<file path="src/rtl/banco_reg_file_pkg.sv">
// Shared constants and types for the datapath register bank.
// Purely declarative: no logic, no latency.
// No flow control: these types carry no handshake.
package banco_reg_file_pkg;

    localparam int DATA_W = 32;
    localparam int ADDR_W = 5;
    localparam int NREGS  = 2 ** ADDR_W;

    typedef logic [ADDR_W-1:0] reg_addr_t;
    typedef logic [DATA_W-1:0] reg_data_t;

endpackage : banco_reg_file_pkg

</file>
<file path="src/rtl/banco_reg_file.sv">
// 32x32 register bank: two combinational read ports, one synchronous write port.
// Latency: reads zero-cycle; a write becomes visible the cycle after its clock edge (no bypass).
// Backpressure: none; a write is accepted on every rising edge where Regwrite is high.
module banco_reg_file
    import banco_reg_file_pkg::*;
(
    input  logic              clk,
    input  logic              rst_n,
    input  logic [ADDR_W-1:0] RR1,
    input  logic [ADDR_W-1:0] RR2,
    input  logic [ADDR_W-1:0] WriteReg,
    input  logic [DATA_W-1:0] Writedata,
    input  logic              Regwrite,
    output logic [DATA_W-1:0] RD1,
    output logic [DATA_W-1:0] RD2
);

    // Register 0 is ordinary storage; every address code maps to a real register.
    reg_data_t regs [NREGS];

    // Per-register write enable. Comparing against 1'b1 keeps an unknown
    // Regwrite from being treated as an enable by the decode.
    logic [NREGS-1:0] wr_en;

    // Decode the single write address into one-hot enables.
    always_comb begin
        wr_en = '0;
        for (int i = 0; i < NREGS; i++) begin
            if ((Regwrite == 1'b1) && (WriteReg == reg_addr_t'(i))) begin
                wr_en[i] = 1'b1;
            end
        end
    end

    // Storage: async clear on reset (which also beats a coincident write), else enabled write.
    always_ff @(posedge clk or negedge rst_n) begin
        if (!rst_n) begin
            for (int i = 0; i < NREGS; i++) begin
                regs[i] <= '0;
            end
        end else begin
            for (int i = 0; i < NREGS; i++) begin
                if (wr_en[i]) begin
                    regs[i] <= Writedata;
                end
            end
        end
    end

    // Read muxes: plain array lookups, no write-to-read forwarding.
    always_comb begin
        RD1 = regs[RR1];
        RD2 = regs[RR2];
    end

endmodule : banco_reg_file

</file>
<file path="config.mk">
export PLATFORM = sky130hd
export DESIGN_NAME = banco_reg_file
export DESIGN_NICKNAME = d
export VERILOG_FILES = /design/src/rtl/banco_reg_file_pkg.sv /design/src/rtl/banco_reg_file.sv
export SDC_FILE = /design/constraint.sdc
export NUM_CORES = 2
export LEC_CHECK = 0
export ABC_CLOCK_PERIOD_IN_PS = 4800
export CAP_MARGIN = 20
export CORE_AREA = 3 3 338 340
export CTS_CLUSTER_DIAMETER = 80
export DETAILED_ROUTE_END_ITERATION = 12
export DIE_AREA = 0 0 341 343
export HOLD_SLACK_MARGIN = 0.03
export PLACE_DENSITY_LB_ADDON = 0.15
export SLEW_MARGIN = 10
export SYNTH_ARGS = -nofsm -noshare
export SYNTH_HDL_FRONTEND = slang
export SYNTH_SLANG_ARGS = --single-unit
</file>
<file path="constraint.sdc">
create_clock -name clk -period 4.8 [get_ports clk]
set_input_delay 0.48 -clock clk [delete_from_list [all_inputs] [get_ports clk]]
set_output_delay 0.48 -clock clk [all_outputs]
set_load 0.005 [all_outputs]
</file>
==> flow_summary_export.csv <==
group,metric,value,unit
route,dr.pass1.iters,5,
placement,hpwl,102.3,mm
route,drtIter0Drc,3433,
timing,skew,0,ps
timing,fin_crit,4125,ps
synthesis,synth_area_leaders,"dfrtp_1 (46%), mux2_2 (20%), mux2i_1 (18%)",
placement,io_buffers,113,
layout,nFillCells,9445,
clock_network,tritoncts,"yes",
synthesis,synth_nets,4661,
floorplan,ios,114,
synthesis,seq_area_frac_synth,46.10,%
layout,multi_input_area,28280,um2
floorplan,die-area,117000,um2
global_route,grt-ovfl-total,0,
power,pwr_density_cell,405.7,nW/um2
layout,final_cell_mix,"mux2i_1 (1024), dfrtp_1 (1024), mux2_2 (1009)",
route,top_layer_used,"met4",
route,wl_per_cell,28.18,um
route,wl_met3,11.90,mm
clock_network,root_buffer,"clkbuf_16",
global_route,grt_pass1_wl,259.2,mm
global_route,grt_max_degree,105,
clock_network,clk_path_buf_depth,3,
placement,gp_congestion,0.8242,
clock_network,cts_sinks,1024,
timing,setup-tns-final,0,ps
synthesis,netlist.area_leader.share,46.10,%
synthesis,yosysTopAreaCell,"dfrtp_1",
worst_setup_path,crit_required,4320,ps
synthesis,synth_area_per_cell,12.06,um2
route,wl,174.1,mm
floorplan,die_y,343,um
layout,largest_reg_flops,1024,
power,vdd_drop_max,0.3402,mV
global_route,antenna_found_initial,0,
synthesis,synth_area,55590,um2
floorplan,initial_core_util,49.68,%
synthesis,synth_cells,4611,
worst_setup_path,crit_type,"primary input to output port",
floorplan,core,111900,um2
layout,reg_top3,"regs: 1024 flops",
route,met1_length,80.60,mm
layout,num-nets-final,4633,
synthesis,ys_ff_latch,1024,
route,vias,39220,
clock_network,cts.reportedPaths.clkPinSlew,60,ps
status,status,"finished, final reports clean",
worst_setup_path,setup.worst_path.end_class,"output port",
clock_network,hold_buffers,1,
worst_hold_path,hp-class,"primary input to asynchronous set/reset pin",
floorplan,dieWidth,341,um
worst_setup_path,worstPathArrival,3640,ps
job,drv_cap,0,
timing,worst_slew_pin_slew,1082,ps
floorplan,fp-row-count,123,
synthesis,synthDistinctLibCells,25,
clock_network,cts_resized,0,
layout,syn_to_final_growth,13.17,%
clock_network,insertion_delay,700,ps
worst_setup_path,cp-start-kind,"primary input",
route,postRouteAntennaNets,0,
timing,rsz0062_at_grt,"false",
timing,hold_slack,434.2,ps
global_route,grt_pass1_vias,39020,
clock_network,cts_buffers,114,
layout,top_register,"regs",
route,drc,0,
layout,drive_above_1_share,30.78,%
route,via_per_inst,6.349,
timing,fmax,0.2424,GHz
timing,relSlewSlack,27.65,%
layout,regArea,25620,um2
timing,hold_viol,0,
clock_network,post_cts_buffers,0,
route,wl_met2,77.74,mm
timing,finalSetupViolations,0,
clock_network,cts.htree.levels,3,
power,leakage,0.02942,uW
timing,period_share,85.93,%
global_route,gr-usage-all-layers,29.18,%
synthesis,synth.yosys.warnings,0,
worst_setup_path,crit_fanout,16,
timing,drv_slew,0,
worst max-delay path: stages:
cell	delay (ps)
clkdlybuf4s50_1	630
nor2b_4	790
buf_4	360
a22o_1	160
nor3_1	50
a31oi_1	400
nand3_1	240
clkdlybuf4s50_1	510
cell type report:
type	count	area share, %
tap	1500	2.983
clock inverter	58	0.9646
multi-input combinational	3138	44.95
antenna	2	0.007955
timing repair buffer	305	5.346
clock buffer	150	5.020
sequential	1024	40.73
cells by family after synthesis:
family	Yosys count	synth area share, %
AO/OA/AOI/OAI	576	7.059
multiplexers	2048	39.18
flip-flops	1024	46.10
buffers and inverters	449	3.446
AND/OR/NAND/NOR	514	4.216
layer usage:
metal | vias up | GRT usage [%]
li1 | 17010 | -
met1 | 20660 | 42.77
met2 | 1285 | 44.64
met3 | 264 | 5.471
met4 | 0 | 7.382
met5 | - | 0
worst paths after layout:
check / from / to / slack (ps) / depth (start not counted)
worst min-delay path: rst_n / regs[739]$_DFFE_PN0P_ / 430 / 2
worst max-delay path: RR2[0] / RD2[14] / 680 / 8
worst min register to register: regs[651]$_DFFE_PN0P_ / regs[651]$_DFFE_PN0P_ / 510 / 1
min in group clk: regs[651]$_DFFE_PN0P_ / regs[651]$_DFFE_PN0P_ / 510 / 1
max in group asynchronous: rst_n / regs[305]$_DFFE_PN0P_ / 3270 / 3
worst max register to register: regs[429]$_DFFE_PN0P_ / regs[429]$_DFFE_PN0P_ / 3990 / 1
power breakdown:
group	leakage (uW)	internal [uW]	switching [uW]	total (uW)
Clock	0.00186	5150	3700	8860
Combinational	0.0145	2730	2340	5070
Sequential	0.0131	10300	1260	11600
stage by stage:
stage	instance area, um2	power [uW]	cells	worst slack [ps]	utilization, %
after global routing	62910	26700	6175	654.4	56.23
after CTS	62560	25600	6152	810.0	55.92
final	62910	25520	6177	675.3	56.23
after detailed placement	58790	16710	5943	829.9	52.54
after global placement	58760	16540	5941	852.8	52.52
after floorplan	55590	15020	4611	2471	-
cell usage after synthesis, drive strengths merged:
master	number
a21oi	192
nor2b	8
nor3	69
clkbuf	223
a22oi	192
dfrtp	1024
nand2b	9
or3	1
mux2i	1024
nor2	16
mux2	1024
and2	2
a22o	128
nand3	194
nor4	2
nand4	3
buf	226
or2	3
nand2	207
a31oi	64
(Power assumes the default switching activity.)
